## src/rtl/adc_scan_ctrl.sv

```systemverilog
// adc_scan_ctrl: scans the enabled ADC channels through a 16-bit SPI master.
// Every scan issues N+1 frames for N enabled channels, because the ADC pipelines
// its results. The first frame's data is discarded. The trailing frame re-addresses
// the lowest enabled channel so that the last channel's result is flushed out.
module adc_scan_ctrl #(
  parameter int NUM_CH   = 8,
  parameter int CH_BITS  = 3,
  parameter int ADDR_LSB = 11,
  parameter int DATA_W   = 12,
  parameter int SCAN_DIV = 1000,
  parameter int TIMEOUT  = 255
) (
  input  logic                clk,
  input  logic                rst_n,
  input  logic                enable,
  input  logic                single,
  input  logic [NUM_CH-1:0]   ch_mask,
  output logic                spi_start,
  output logic [15:0]         spi_data_in,
  input  logic [15:0]         spi_data_out,
  input  logic                spi_busy,
  input  logic                spi_new_data,
  output logic                sample_valid,
  output logic [CH_BITS-1:0]  sample_ch,
  output logic [DATA_W-1:0]   sample_data,
  output logic                scan_done,
  output logic                busy,
  output logic                error
);

  localparam int DIV_W = $clog2(SCAN_DIV);
  localparam int TO_W  = $clog2(TIMEOUT + 1);

  typedef enum logic [1:0] {IDLE, ISSUE, WAIT_DONE, STORE} state_t;

  state_t              state_reg, state_next;
  logic [DIV_W-1:0]    period_cnt_reg;
  logic                req_reg;
  logic                tick;
  logic                start_req;
  logic                scan_go;
  logic [NUM_CH-1:0]   mask_reg;
  logic [CH_BITS-1:0]  cur_ch_reg;      // channel addressed by the latest frame
  logic [CH_BITS-1:0]  prev_ch_reg;     // channel whose result arrives in the latest frame
  logic [CH_BITS-1:0]  next_ch;
  logic                next_wraps;
  logic                first_flag_reg;  // set once the dummy first frame has been consumed
  logic                trailing_reg;    // the frame in flight is the pipeline-flush frame
  logic [TO_W-1:0]     to_cnt_reg;
  logic                timeout_hit;
  logic [DATA_W-1:0]   rx_reg;
  logic [15:0]         frame;
  logic                spi_start_next;
  logic                sample_valid_next;
  logic                scan_done_next;
  logic                error_next;
  logic                busy_next;
  logic                unused_rx_bits;

  // Only the result field of the RX frame carries information we use.
  assign unused_rx_bits = ^spi_data_out[15:DATA_W];

  // A period tick fires whenever the counter sits at 0 while enabled; since the counter
  // is parked at 0 while disabled, enable 0->1 ticks on the first enabled clock.
  assign tick        = enable && (period_cnt_reg == '0);
  assign start_req   = (state_reg == IDLE) && (req_reg || (single && !enable));
  assign scan_go     = start_req && (ch_mask != '0);
  assign timeout_hit = (to_cnt_reg == TO_W'(TIMEOUT - 1));

  // Period counter: reloads SCAN_DIV-1 on each tick, parked at 0 while disabled.
  always_ff @(posedge clk or negedge rst_n) begin
    if (!rst_n) begin
      period_cnt_reg <= '0;
    end else if (!enable) begin
      period_cnt_reg <= '0;
    end else if (tick) begin
      period_cnt_reg <= DIV_W'(SCAN_DIV - 1);
    end else begin
      period_cnt_reg <= period_cnt_reg - 1'b1;
    end
  end

  // Single-entry request latch: a tick is held until IDLE consumes it; extra ticks merge.
  always_ff @(posedge clk or negedge rst_n) begin
    if (!rst_n) begin
      req_reg <= 1'b0;
    end else begin
      req_reg <= tick || (req_reg && (state_reg != IDLE));
    end
  end

  // Wrapping search for the next enabled channel, starting at the current index + 1.
  always_comb begin
    next_ch = cur_ch_reg;
    for (int off = NUM_CH; off >= 1; off--) begin
      if (mask_reg[CH_BITS'(cur_ch_reg + CH_BITS'(off))]) begin
        next_ch = CH_BITS'(cur_ch_reg + CH_BITS'(off));
      end
    end
    // After the first frame, a search that does not move upward has wrapped back to
    // the lowest channel: that is the trailing flush frame.
    next_wraps = first_flag_reg && (next_ch <= cur_ch_reg);
  end

  // TX frame: channel index in the address field, all other bits zero.
  always_comb begin
    frame = '0;
    frame[ADDR_LSB +: CH_BITS] = next_ch;
  end

  // FSM state register.
  always_ff @(posedge clk or negedge rst_n) begin
    if (!rst_n) begin
      state_reg <= IDLE;
    end else begin
      state_reg <= state_next;
    end
  end

  // FSM next-state logic.
  always_comb begin
    state_next = state_reg;
    case (state_reg)
      IDLE:      if (scan_go) state_next = ISSUE;
      ISSUE:     if (!spi_busy) state_next = WAIT_DONE;
      WAIT_DONE: begin
        if (spi_new_data) begin
          state_next = STORE;
        end else if (timeout_hit) begin
          state_next = IDLE;
        end
      end
      STORE:     state_next = (first_flag_reg && trailing_reg) ? IDLE : ISSUE;
      default:   state_next = IDLE;
    endcase
  end

  // FSM output decode: next values of the registered strobes and busy flag.
  always_comb begin
    spi_start_next    = 1'b0;
    sample_valid_next = 1'b0;
    scan_done_next    = 1'b0;
    error_next        = 1'b0;
    busy_next         = busy;
    case (state_reg)
      IDLE:      if (scan_go) busy_next = 1'b1;
      ISSUE:     if (!spi_busy) spi_start_next = 1'b1;
      WAIT_DONE: begin
        if (!spi_new_data && timeout_hit) begin
          error_next = 1'b1;
          busy_next  = 1'b0;
        end
      end
      STORE: begin
        if (first_flag_reg) begin
          sample_valid_next = 1'b1;
          if (trailing_reg) begin
            scan_done_next = 1'b1;
            busy_next      = 1'b0;
          end
        end
      end
      default: ;
    endcase
  end

  // Registered outputs and scan datapath (mask, channel pointers, timeout, RX capture).
  always_ff @(posedge clk or negedge rst_n) begin
    if (!rst_n) begin
      spi_start      <= 1'b0;
      spi_data_in    <= '0;
      sample_valid   <= 1'b0;
      sample_ch      <= '0;
      sample_data    <= '0;
      scan_done      <= 1'b0;
      busy           <= 1'b0;
      error          <= 1'b0;
      mask_reg       <= '0;
      cur_ch_reg     <= '0;
      prev_ch_reg    <= '0;
      first_flag_reg <= 1'b0;
      trailing_reg   <= 1'b0;
      to_cnt_reg     <= '0;
      rx_reg         <= '0;
    end else begin
      spi_start    <= spi_start_next;
      sample_valid <= sample_valid_next;
      scan_done    <= scan_done_next;
      error        <= error_next;
      busy         <= busy_next;

      if (start_req) begin
        mask_reg <= ch_mask;
      end
      if (scan_go) begin
        first_flag_reg <= 1'b0;
        // Parking the pointer on the top index makes the first search begin at 0.
        cur_ch_reg     <= CH_BITS'(NUM_CH - 1);
      end

      if ((state_reg == ISSUE) && !spi_busy) begin
        spi_data_in  <= frame;
        prev_ch_reg  <= cur_ch_reg;
        cur_ch_reg   <= next_ch;
        trailing_reg <= next_wraps;
        to_cnt_reg   <= '0;
      end

      if (state_reg == WAIT_DONE) begin
        to_cnt_reg <= to_cnt_reg + 1'b1;
        if (spi_new_data) begin
          rx_reg <= spi_data_out[DATA_W-1:0];
        end
      end

      if (state_reg == STORE) begin
        first_flag_reg <= 1'b1;
        if (first_flag_reg) begin
          sample_ch   <= prev_ch_reg;
          sample_data <= rx_reg;
        end
      end
    end
  end

endmodule
```

## config.mk

```make
export PLATFORM = sky130hd
export DESIGN_NAME = adc_scan_ctrl
export DESIGN_NICKNAME = d
export VERILOG_FILES = /design/src/rtl/adc_scan_ctrl.sv
export SDC_FILE = /design/constraint.sdc
export NUM_CORES = 1
export LEC_CHECK = 0
export CAP_MARGIN = 20
export CORE_UTILIZATION = 50
export CTS_BUF_LIST = sky130_fd_sc_hd__clkbuf_8 sky130_fd_sc_hd__clkbuf_16
export CTS_CLUSTER_DIAMETER = 150
export DETAILED_ROUTE_END_ITERATION = 8
export GPL_TIMING_DRIVEN = 0
export PLACE_DENSITY = 0.88
export SLEW_MARGIN = 15
export SYNTH_ARGS = -nofsm -noshare
export SYNTH_HDL_FRONTEND = slang
export SYNTH_SLANG_ARGS = --single-unit
export TNS_END_PERCENT = 5
```

## constraint.sdc

```tcl
create_clock -name clk -period 5.3 [get_ports clk]
set_clock_uncertainty 0.05 [all_clocks]
set_input_delay 0.53 -clock clk [delete_from_list [all_inputs] [get_ports clk]]
set_output_delay 0.53 -clock clk [all_outputs]
set_load 0.1 [all_outputs]
```

# Word level (Yosys, flattened, before mapping)
# Cells that the tools add are included.
[word_totals]
reg_bits = 72
latch_bits = 0
ram_bits = 0
mem_bits_ro = 0
inputBits = 30
output_inout_bits = 36
word_cells = 120
n_memories = 0
[classes]
addsub = 9
mul = 0
div = 0
order_cmp = 8
eq_ne = 10
shifts = 0
n_mux = 49
bitwise_logic = 0
reduce_logical = 26
[ops]
columns = ["op", "n"]
rows = [
  ["$lt A3 B4 Y1 const B", 7],
  ["$mux W3", 9],
  ["$mux W1", 23],
  ["$bmux W1 S3", 7],
  ["$mux W10", 2],
  ["$mux W8", 2],
  ["$add A3 B3 Y3 const B", 4],
  ["$logic_not A10 Y1", 1],
  ["$ne A2 B2 Y1 const B", 5],
  ["$sub A10 B1 Y10 const B", 1],
  ["$logic_and A1 B1 Y1", 9],
  ["$add A8 B1 Y8 const B", 1],
  ["$eq A8 B8 Y1 const B", 1],
  ["$mux W2", 4],
  ["$pmux W2 S4", 1],
  ["$reduce_bool A2 Y1", 4],
  ["$reduce_bool A8 Y1", 1],
  ["$add A3 B2 Y3 const B", 2],
  ["$reduce_and A5 Y1", 1],
  ["$eq A2 B2 Y1 const B", 2],
  ["$reduce_and A2 Y1", 2],
  ["$add A3 B1 Y3 const B", 1],
  ["$le A3 B3 Y1", 1],
  ["$logic_not A1 Y1", 3],
  ["other kinds (7)", 8],
]

# Logic depth before layout (Yosys ltp)
# Gate-level depths: netlist of run 1.
[depth]
ltp_word = 12
depth_mapped = 17
depth_no_buf = 14

# Worst setup path before layout of run 1
# No wires, ideal clock.
[synth_path]
path_kind = "reg2reg"
start = "register cur_ch_reg[1]"
end = "register trailing_reg"
setup_ns = 0.083
arrival_ns = 3.554
t_required_ns = 5.167
slack_ns = 1.613
path_stages_with_launch = 18
path_buffers = 3
period_less_slack_ns = 3.687
cell_sequence = "dfrtp_1 > buf_6 > clkbuf_1 > inv_1 > ha_1 > buf_4 > xnor2_2 > mux4_1 > mux2_2 > a211oi_1 > o21ai_1 > o22ai_2 > inv_1 > ha_1 > a21o_1 > a21oi_1 > a31oi_1 > o22ai_1"
[synth_between]
elab_chain_cells = 12
elab_cells_between_ends = 30
cone_classes = "add/sub (7); order compare (1); mux (21); reduce/logical (1)"
[synth_rtl]
columns = ["item", "line", "source"]
rows = [
  ["start: declaration", "43", "logic [CH_BITS-1:0] cur_ch_reg;"],
  ["start signal: assignment", "198", "cur_ch_reg <= CH_BITS'(NUM_CH - 1);"],
  ["start signal: assignment", "204", "cur_ch_reg <= next_ch;"],
  ["$add A3 B3 Y3", "96, 97", ""],
  ["$bmux W1 S3", "96", "if (mask_reg[CH_BITS'(cur_ch_reg + CH_BITS'(off))]) begin"],
  ["$mux W1 (not written as such)", "96", ""],
  ["$mux W3 (6 in series)", "96", ""],
  ["$mux W3 *", "96", ""],
  ["via next_ch[1]", "45", "logic [CH_BITS-1:0] next_ch;"],
  ["$le A3 B3 Y1 *", "102", "next_wraps = first_flag_reg && (next_ch <= cur_ch_reg);"],
  ["$logic_and A1 B1 Y1 *", "102", ""],
  ["end signal: assignment", "205", "trailing_reg <= next_wraps;"],
  ["end: declaration", "48", "logic trailing_reg;"],
]
# Mark *: on every way through the listed nets, which the timed path passes. The rest lies on a longest branch. The select of a mux whose other input is x is not followed.
# A chain may end at the register's enable or synchronous reset.

# Worst setup path in the final report of run 1
# Ends and elaborated chain as after synthesis.

==> flow_summary.json, run 1 <==
{
  "worstSetupPathType": "flop to flop",
  "synth-seq-cells": 72,
  "cts_setup_buffers": 0,
  "worstPathRequired_ps": 5470,
  "grt_pass1_vias": 2926,
  "root_buffer": "clkbuf_8",
  "syn_avg_cell_area_um2": 10.2,
  "drt_iter0_drc": 220,
  "timing.slew.headroom": 0.337,
  "synth_cell_types": 47,
  "synth.area.mux_share": 0.143,
  "fmax_ghz": 0.232,
  "synth-simple-area-share": 0.145,
  "n_antenna_cell": 0,
  "wirelength_mm": 8.53,
  "gp_congestion": 0.872,
  "cts_tree": "done",
  "clock_path_buffers": 2,
  "synth-main-ff-cell": "dfrtp_1",
  "grtUsageTotal": 0.232,
  "tightest_slew_ps": 991,
  "grt_pass1_wl_mm": 14.0,
  "seq_area_frac_synth": 0.470,
  "worstPathArrival_ps": 4480,
  "dieArea_um2": 8010,
  "drv_slew": 0,
  "ctsHoldBuffers": 0,
  "postRouteAntennaNets": 0,
  "cp-end-kind": "flop",
  "clk_pin_slew_ps": 80,
  "yosysMostFrequentCell": "nand2_1",
  "synth_compound_area_frac": 0.121,
  "ios": 66,
  "io_buffer_count": 48,
  "synth_async_sr_flop_share": 1.00,
  "fin_crit_sh": 0.813,
  "synth-xor-area-share": 0.0268,
  "cts_made_buffers": 9,
  "overflow": 0,
  "yosysTopAreaCell": "dfrtp_1",
  "ys_top_cells_by_area": "dfrtp_1 47%, mux2_2 7.4%, nand2_1 7.2%",
  "drive_gt1_frac": 0.167,
  "synth_cells": 377,
  "cap_violations": 0,
  "grt_max_degree": 40,
  "outcome": "finished, final reports clean",
  "min_period_ps": 4310,
  "synth_top_family_by_area": "simple AND/OR/NAND/NOR gates",
  "synthesis.area_um2": 3830,
  "drc": 0,
  "cts_max_level": 3,
  "initial_utilization": 0.522,
  "setup_violations": 0,
  "ys_warn_count": 0,
  "clock-sinks": 72,
  "fin_nets": 487,
  "cts_resized": 0,
  "synth_common_cells": "73 x nand2_1, 72 x dfrtp_1, 25 x mux2_2",
  "coreArea_um2": 7330,
  "dp_hpwl_mm": 6.01,
  "worstPathMaxFanout": 10,
  "die_x_um": 89.5,
  "start_kind": "flop",
  "num_rows": 31,
  "area_delta_synth_final_pct": 23.3,
  "worstHoldPathType": "input port to asynchronous set/reset pin",
  "rsz0062_at_grt": "no",
  "hold_viol": 0,
  "wl_per_cell_um": 15.4,
  "antenna_found_initial": 0,
  "drt_pre_antenna_iters": 4,
  "tns_ps": 0,
  "synth_top_cell_area_share": 0.470,
  "viasPerCell": 5.48,
  "clock_latency_ps": 340,
  "synth_edf_count": 0,
  "die_h_um": 89.5,
  "synth_fa_ha_area_frac": 0.0261,
  "num_vias": 3028
}
[final timing paths]
path | slack (ps) | from | cells past startpoint | to
max | 990 | cur_ch_reg[1] | 17 | trailing_reg
min | 60 | rst_n | 1 | rx_reg[8]
max reg2reg | 990 | cur_ch_reg[1] | 17 | trailing_reg
min reg2reg | 410 | rx_reg[4] | 2 | sample_data[4]
max in group asynchronous | 4580 | rst_n | 2 | prev_ch_reg[1]
min in group clk | 410 | rx_reg[4] | 2 | sample_data[4]
[final cells by class]
type                            instances  area, um^2
Timing Repair Buffer                   49         498
Inverter                               15        56.3
Multi-Input combinational cell        271        1820
Tap cell                               99         124
Fill cell                             555        2610
Clock inverter                          7         103
Buffer                                 31         198
Clock buffer                            9         124
Sequential cell                        72        1800
[cell usage in the layout (no fill, tap or decap), types with 9 or more instances in the layout]
cell type,Yosys,final
a21oi_1,16,16
buf_4,15,16
clkbuf_1,11,11
clkbuf_8,0,9
clkdlybuf4s50_1,0,47
conb_1,1,13
dfrtp_1,72,72
inv_1,14,14
mux2_2,25,25
nand2_1,73,73
nand3_1,9,9
nor2_1,18,18
o21ai_0,23,23
[logic make-up (layout without fill, tap and decap cells)]
group                      Yosys count  count (layout)
xor gates and xnor gates            10              10
buffers and inverters               46             111
DFF                                 72              72
AOI/OAI and AO/OA                   74              74
muxes                               38              38
other                                1              13
and+or+nand+nor                    128             128
adders and majority gates            8               8
[stage by stage]
stage	instance area, um^2	utilization	std cells	hold slack [ps]	setup slack (ps)
after global routing	4720	0.644	553	89.7	665
after detailed placement	4500	0.613	537	398	1060
after global placement	4480	0.611	536	390	1120
after CTS	4720	0.644	553	69.6	1060
after floorplan	3870	-	389	184	1610
final	4720	0.644	553	64.4	991
[critical path: stages (launching register included)]
cell	delay, ps
dfrtp_1	380
buf_6	140
clkbuf_1	370
inv_1	280
ha_1	250
buf_4	160
xnor2_2	260
mux4_1	590
mux2_2	320
a211oi_1	230
o21ai_1	120
o22ai_2	230
inv_1	70
ha_1	300
a21o_1	110
a21oi_1	60
a31oi_1	170
o22ai_1	100
[per-layer routing]
metal  global-route usage  wire length [um]
met5                    0                 0
met4               0.0693               127
met3               0.0462               456
met2                0.384              4280
met1                0.310              3660
Power of run 1 is left out: the tool's default activity adds up to more than one toggle a clock period on the data nets, which glitch-free logic cannot reach.
==> inputs of run 2 (changes only) <==
--- a/config.mk
+++ b/config.mk
@@ -6,7 +6,7 @@
 export NUM_CORES = 1
 export LEC_CHECK = 0
 export CAP_MARGIN = 20
-export CORE_UTILIZATION = 50
+export CORE_UTILIZATION = 48
 export CTS_BUF_LIST = sky130_fd_sc_hd__clkbuf_8 sky130_fd_sc_hd__clkbuf_16
 export CTS_CLUSTER_DIAMETER = 150
 export DETAILED_ROUTE_END_ITERATION = 8
==> constraint.sdc (replaced) <==
create_clock -name clk -period 3.7 [get_ports clk]
set_clock_uncertainty 0.05 [all_clocks]
set_input_delay 0.37 -clock clk [delete_from_list [all_inputs] [get_ports clk]]
set_output_delay 0.37 -clock clk [all_outputs]
set_load 0.1 [all_outputs]
==> run 2 against run 1 <==
  * Routed wire length rose by 0.48%
  * First-iteration DRC count did not move
  * Via count rose by 3.2%
  * Count of clock-buffer cells in the layout did not move
  * Die area rose by 4.1%
  * Global-route usage fell by 1.7 points
  * Final area rose by 2.7%
  * Cell count rose by 2.7%
  * Hold slack improved by 340 ps
  * Fmax rose by 22%
==> flow_summary.json, run 2 (synthesis gave the netlist of run 1 again) <==
{
  "root_buffer": "clkbuf_8",
  "cts_max_level": 3,
  "drc": 0,
  "min_period_ps": 3520,
  "initial_utilization": 0.496,
  "timing.slew.headroom": 0.325,
  "drv_slew": 0,
  "wirelength_mm": 8.57,
  "grt_pass1_vias": 2991,
  "n_antenna_cell": 0,
  "mostFrequentLayoutCells": "73 x nand2_1, 72 x dfrtp_1, 47 x clkdlybuf4s50_1",
  "coreArea_um2": 7730,
  "cts_made_buffers": 9,
  "grt_max_degree": 52,
  "fin_util": 0.628,
  "postRouteAntennaNets": 0,
  "grt.busiest_layer": "met2",
  "gp_congestion": 0.946,
  "area_delta_synth_final_pct": 26.7,
  "dp_hpwl_mm": 6.08,
  "reg2regPathDepth": 14,
  "rsz0062_at_grt": "no",
  "place_area_um2": 4510,
  "grtUsageTotal": 0.215,
  "cts_tree": "done",
  "viasPerCell": 5.50,
  "fillerInstances": 586,
  "clk_pin_slew_ps": 80,
  "worstPathRequired_ps": 3860,
  "drt_pre_antenna_iters": 4,
  "num_vias": 3124,
  "dieArea_um2": 8340,
  "ios": 66,
  "start_kind": "flop",
  "drt_iter0_drc": 220,
  "clock-sinks": 72,
  "setup_violations": 0,
  "num_rows": 32,
  "final_common_cell": "nand2_1",
  "clock_path_buffers": 2,
  "worstPathArrival_ps": 3690,
  "cp-end-kind": "flop",
  "met1_usage": 0.276,
  "wl_per_cell_um": 15.1,
  "drive_gt1_frac": 0.200,
  "clock_latency_ps": 350,
  "met3_usage": 0.0436,
  "tightest_slew_ps": 1010,
  "io_buffer_count": 48,
  "die_h_um": 91.3,
  "fin_crit_sh": 0.953,
  "fmax_ghz": 0.284,
  "worstPathMaxFanout": 10,
  "antenna_found_initial": 0,
  "grt_pass1_wl_mm": 14.1,
  "worstHoldPathType": "input port to asynchronous set/reset pin",
  "outcome": "finished, final reports clean",
  "die_x_um": 91.3,
  "grt_util_met2": 0.366,
  "fin_area_um2": 4850,
  "hold_viol": 0,
  "fin_nets": 499,
  "overflow": 0,
  "worstSetupPathType": "flop to flop",
  "cap_violations": 0
}
## run 2: critical path: stages (launching register included)
cell	delay, ps
dfrtp_1	390
buf_6	140
clkinvlp_4	120
ha_4	290
buf_4	170
mux4_2	340
buf_4	170
a221oi_1	340
a31oi_1	110
nor4_1	300
o21ai_0	260
ha_1	370
a21oi_1	70
a31oi_1	170
o22ai_1	100
## run 2: timing repair
action	4_1_cts	5_1_grt
pin swaps	2	4
endpoints found under the hold margin	21	0
endpoints found under the setup margin	1	1
buffers inserted	6	7
gates resized for setup	7	5
hold buffers	1	0
## run 2: worst paths after layout
path,from,endpoint,slack [ps]
worst max-delay path,cur_ch_reg[0],trailing_reg,180
worst min-delay path,rst_n,sample_data[11],400
worst max register to register,cur_ch_reg[0],trailing_reg,180
worst min register to register,rx_reg[0],sample_data[0],420
max in group asynchronous,rst_n,mask_reg[7],2660
min in group clk,rx_reg[0],sample_data[0],420
## run 2: area by class of cell
class | count | area, um^2 | area share
Multi-Input combinational cell | 271 | 1850 | 0.382
Sequential cell | 72 | 1800 | 0.371
Timing Repair Buffer | 63 | 613 | 0.126
Buffer | 29 | 193 | 0.0397
Tap cell | 102 | 128 | 0.0263
Clock buffer | 9 | 124 | 0.0255
Clock inverter | 7 | 77.6 | 0.0160
Inverter | 15 | 63.8 | 0.0132
## run 2: per-layer routing
metal / part of all wire / up-vias
met4: 0.019 / 0
li1: - / 1466
met1: 0.43 / 1517
met3: 0.049 / 20
met2: 0.50 / 121
met5: 0 / -
## run 2: stage by stage
step / hold WS (ps) / setup TNS, ps / setup WS [ps] / instances
after floorplan: 24.4 / 0 / 13.0 / 389
after global placement: 392 / -4860 / -453 / 539
after detailed placement: 228 / -546 / -546 / 540
after CTS: 402 / 0 / 41.0 / 562
after global routing: 411 / 0 / 24.4 / 568
final: 401 / 0 / 176 / 568
Power of run 2 is left out for the same reason.
==> variant 1: new RTL, flow settings as in run 2 <==
The 4 states of `state_t` get a one-hot encoding in 4 bits.
--- a/src/rtl/adc_scan_ctrl.sv
+++ b/src/rtl/adc_scan_ctrl.sv
@@ -31,7 +31,7 @@
   localparam int DIV_W = $clog2(SCAN_DIV);
   localparam int TO_W  = $clog2(TIMEOUT + 1);
 
-  typedef enum logic [1:0] {IDLE, ISSUE, WAIT_DONE, STORE} state_t;
+  typedef enum logic [3:0] {IDLE = 4'b0001, ISSUE = 4'b0010, WAIT_DONE = 4'b0100, STORE = 4'b1000} state_t;
 
   state_t              state_reg, state_next;
   logic [DIV_W-1:0]    period_cnt_reg;
Formal check against the unedited RTL: no difference found for any inputs over 10 cycles, from zero or initial values and one cycle with rst_n low; not proved beyond that.
==> variant 1 against run 2 <==
Design area rose by 5.3%; routed wire length rose by 12%; area after synthesis rose by 6.0%; final cell count fell by 1.9%; via count rose by 4.1%; first-iteration DRC count rose by 3.6%; worst setup slack got worse by 0.073 ns; sequential cell count rose by 2.
==> variant 1: results (changes against run 2) <==
qor: final_layout.layout.nets 485 [-2.8%]
qor: outcome.outcome completed
qor: detailed_routing.routedWlPerCell 17.2 um [+14%]
qor: placement.detailedPlacementHpwl 6430 um [+5.8%]
qor: placement.dpl-instance-area 4740 um2 [+5.2%]
qor: global_route.grt_start_max_net_pins 60 [+15%]
qor: placement.gpl.final_weighted_congestion 0.925 [-2.2%]
qor: synth.synthesis.area_per_instance 11.2 um2 [+10%]
qor: final_layout.post_route_cells_drive_above_1_share 27.0% [+7.0 points]
qor: detailed_routing.route.detailed.vias_per_inst 5.84 [+6.2%]
qor: placement.numPlacedInstances 529 [-2.0%]
qor: worst_setup_path.max_stage_delay 0.50 ns [+0.11 ns]
qor: worst_setup_path.critical_path.reg2reg.startpoint cur_ch_reg[1]
qor: timing.worst-slew-pin-transition 1.01 ns [-0.00295 ns]
qor: detailed_routing.finalWirelength 9580 um [+12%]
qor: worst_setup_path.worstPathArrival 3.82 ns [+0.13 ns]
qor: synth.synth.area.top_cells sky130_fd_sc_hd__dfrtp_1 (45%), sky130_fd_sc_hd__mux2_2 (13%), sky130_fd_sc_hd__mux4_2 (4.4%)
qor: synth.ys_seq_area_share 45.7% [-1.4 points]
qor: global_route.groute.usage.overall 22.5% [+1.0 points]
qor: worst_hold_path.timing.hold.worst.class in -> async
qor: synth.synth_async_sr_flop_share 100% [unchanged]
qor: worst_setup_path.critical_path.max_fanout 6 [-4]
qor: clock_tree.post_cts_resized 5 [-2]
qor: placement.dp_slack -0.328 ns [+0.218 ns]
qor: detailed_routing.detailedRoute.firstIterationViolations 228 [+3.6%]
qor: detailed_routing.dr.pass1.iters 6 [+2]
qor: worst_setup_path.regToRegSetupSlack 0.10 ns [-0.07 ns]
qor: worst_setup_path.critPathSlowestCell sky130_fd_sc_hd__mux4_2
qor: clock_tree.post-cts-setup-buffers 3 [-3]
qor: global_route.first_global_vias 3,195 [+6.8%]
qor: global_route.grt_pass1_wl 15,200 um [+8.0%]
qor: synth.synth_cell_type_count 58 [+23%]
[variant 1: changes by cell type after synthesis, moves of 4 or more]
cell,before,now
sky130_fd_sc_hd__nand4_1,3,8
sky130_fd_sc_hd__a21oi_1,16,12
sky130_fd_sc_hd__mux2_2,25,46
sky130_fd_sc_hd__o21ai_0,23,17
sky130_fd_sc_hd__buf_2,2,8
sky130_fd_sc_hd__xor2_1,2,6
sky130_fd_sc_hd__clkbuf_1,11,4
sky130_fd_sc_hd__nand3_1,9,4
sky130_fd_sc_hd__mux2i_1,3,9
sky130_fd_sc_hd__nand2_1,73,23
[variant 1: worst max-delay path by stage]
| stage | endpoint | slack [ns] | depth (start not counted) |
|---|---|---|---|
| final | trailing_reg | 0.10 | 14 |
| after detailed placement | trailing_reg | -0.33 | 14 |
| after global routing | trailing_reg | -0.04 | 15 |
| after floorplan | trailing_reg | 0.21 | 14 |
| after CTS | trailing_reg | 0.02 | 14 |
| after global placement | trailing_reg | -0.19 | 14 |
[variant 1: logic make-up (layout without fill, tap and decap cells)]
logic type | count (synthesis) | after routing | synth area share, %
compound gates | 71 | 71 | 11.9
xor+xnor | 10 | 10 | 2.16
fa+ha+maj | 8 | 8 | 2.47
buf+inv | 48 | 125 | 6.16
flops | 74 | 74 | 45.7
mux | 66 | 66 | 20.7
other cells | 1 | 13 | 0.0924
simple gates | 85 | 85 | 10.9
[variant 1: layout make-up]
type | instances | area [um2]
flip-flops and latches | 74 | 1850
repair buffers | 61 | 598
well taps | 105 | 131
clock buffers | 9 | 124
clock inverters | 7 | 83.8
multi-input cells | 253 | 2050
plain buffers | 30 | 193
fillers | 610 | 3110
inverters | 18 | 73.8
[variant 1: layer usage]
layer	part of all wire [%]	GRT usage [%]
met2	52	38.2
met4	3.4	10.8
met3	5.0	4.53
met1	40	27.3
met5	0	0
==> variant 2: new RTL, config.mk and constraints of run 2 <==
Without the edit above. Set the parameter `NUM_CH` to 4 (it was 8).
--- a/src/rtl/adc_scan_ctrl.sv
+++ b/src/rtl/adc_scan_ctrl.sv
@@ -3,7 +3,7 @@
 // its results. The first frame's data is discarded. The trailing frame re-addresses
 // the lowest enabled channel so that the last channel's result is flushed out.
 module adc_scan_ctrl #(
-  parameter int NUM_CH   = 8,
+  parameter int NUM_CH   = 4,
   parameter int CH_BITS  = 3,
   parameter int ADDR_LSB = 11,
   parameter int DATA_W   = 12,
Interface: changed (resized ch_mask); port bits go from 66 to 62. The function was not compared with the original's and may differ.
==> variant 2 against run 2 <==
The run now ends with design-rule violations left; worst setup slack improved by 0.26 ns; sequential cell count is 4 lower; routed wire length down 26%; count of clock-buffer cells in the layout up 1; area after synthesis decreased by 15%; core utilization rose by 0.096 points; design area down 17%; via count down 24%; critical path depth decreased by 1; largest cell class is now sequential cells; highest routed layer unchanged.
Power is left out: the tool's default activity adds up to more than one toggle a clock period on the data nets, which glitch-free logic cannot reach.
==> variant 2: results (changes against run 2) <==
qor: placement.numPortBuffers 44 [-8.3%]
qor: global_route.grt_start_max_net_pins 61 [+17%]
qor: final_layout.fillers 516 [-12%]
qor: worst_setup_path.max_stage_delay 0.53 ns [+0.14 ns]
qor: worst_setup_path.setup.worst_path.start cur_ch_reg[0]
qor: clock_tree.post_cts_resized 0 [-7]
qor: global_route.groute.usage.overall 19.6% [-1.9 points]
qor: synth.yosys_warnings 0 [unchanged]
qor: placement.detailedPlacementHpwl 4680 um [-23%]
qor: placement.gpl.final_weighted_congestion 0.862 [-8.9%]
qor: outcome.outcome finished with violations
qor: timing.relSlewSlack 33.2% [+0.69 points]
qor: synth.ys_seq_area_share 52.4% [+5.4 points]
qor: outcome.violations design-rule violations
qor: worst_setup_path.critical_path.reg2reg.startpoint cur_ch_reg[0]
qor: worst_setup_path.worstPathArrival 3.44 ns [-0.25 ns]
qor: synth.synth_cell_type_count 46 [-2.1%]
qor: worst_setup_path.rr_worst_depth 13 [-1]
qor: clock_tree.post-cts-setup-buffers 0 [-6]
qor: worst_setup_path.critPathSlowestCell sky130_fd_sc_hd__mux4_2
qor: global_route.grt_pass1_wl 10,900 um [-23%]
qor: detailed_routing.detail_route.drc_violations 19 [+19]
qor: final_layout.layout.nets 391 [-22%]
qor: detailed_routing.routedWlPerCell 14.5 um [-3.6%]
qor: detailed_routing.dr.pass1.iters 6 [+2]
qor: clock_tree.clkTransAtPathRegs 0.07 ns
qor: clock_tree.clk_latency 0.34 ns
qor: clock_tree.cts_buffer_count 9 [unchanged]
qor: detailed_routing.detailedRoute.firstIterationViolations 103 [-53%]
qor: clock_tree.clk_path_buf_depth 2 [unchanged]
qor: synth.synth.area.top_cells sky130_fd_sc_hd__dfrtp_1 (52%), sky130_fd_sc_hd__mux2_2 (11%), sky130_fd_sc_hd__o21ai_0 (3.4%)
qor: detailed_routing.vias 2,368 [-24%]
qor: worst_hold_path.timing.hold.worst.class in -> async
qor: worst_setup_path.worstSetupPathType reg -> reg
qor: final_layout.post_route_cells_drive_above_1_share 20.7% [+0.76 points]
qor: global_route.first_global_vias 2,305 [-23%]
qor: synth.synth_top_cells_by_count sky130_fd_sc_hd__dfrtp_1 (68), sky130_fd_sc_hd__mux2_2 (33), sky130_fd_sc_hd__o21ai_0 (22)
==> variant 2: changes by cell type in the layout (fill, tap and decap cells not counted), sizes merged, moves of 5 or more <==
cell and change:
buf -13, or3 -5, nand2 -52, a21oi -11, mux4 -8, mux2 +9
==> variant 2: cells by family after synthesis <==
family / Yosys count / share of synthesized area (%)
adders and majority gates: 8 / 3.09
other: 1 / 0.116
AOI/OAI and AO/OA: 50 / 9.56
buffers and inverters: 38 / 6.40
muxes: 43 / 15.5
and+or+nand+nor: 72 / 10.8
DFF: 68 / 52.4
xor gates and xnor gates: 8 / 2.16
==> variant 2: cell type report <==
class	count	share of cell area, %
inverter	14	1.30
sequential	68	42.1
clock buffer	10	3.41
buffer	24	3.84
multi-input combinational	194	34.2
timing repair buffer	46	11.8
clock inverter	6	0.991
tap	77	2.39
==> variant 2: layer usage <==
layer  part of all wire, %  global-route usage [%]
met5                     0                       0
met4                  0.47                    7.99
met3                   6.5                    4.23
met2                    49                    31.2
met1                    44                    26.5
==> variant 2: final timing paths <==
kind | endpoint | slack, ns
max in group asynchronous | cur_ch_reg[1] | 2.75
setup reg to reg | trailing_reg | 0.43
hold / removal | prev_ch_reg[0] | 0.35
hold reg to reg | prev_ch_reg[2] | 0.44
setup / recovery | trailing_reg | 0.43
min in group clk | prev_ch_reg[2] | 0.44
==> variant 2: per-stage QoR <==
step | std cells | worst slack, ns | area, um2
after floorplan | 300 | 0.774 | 3290
after global placement | 421 | 0.0344 | 3830
after detailed placement | 422 | 0.446 | 3850
after CTS | 439 | 0.440 | 4040
after global routing | 439 | 0.294 | 4040
final | 439 | 0.434 | 4040
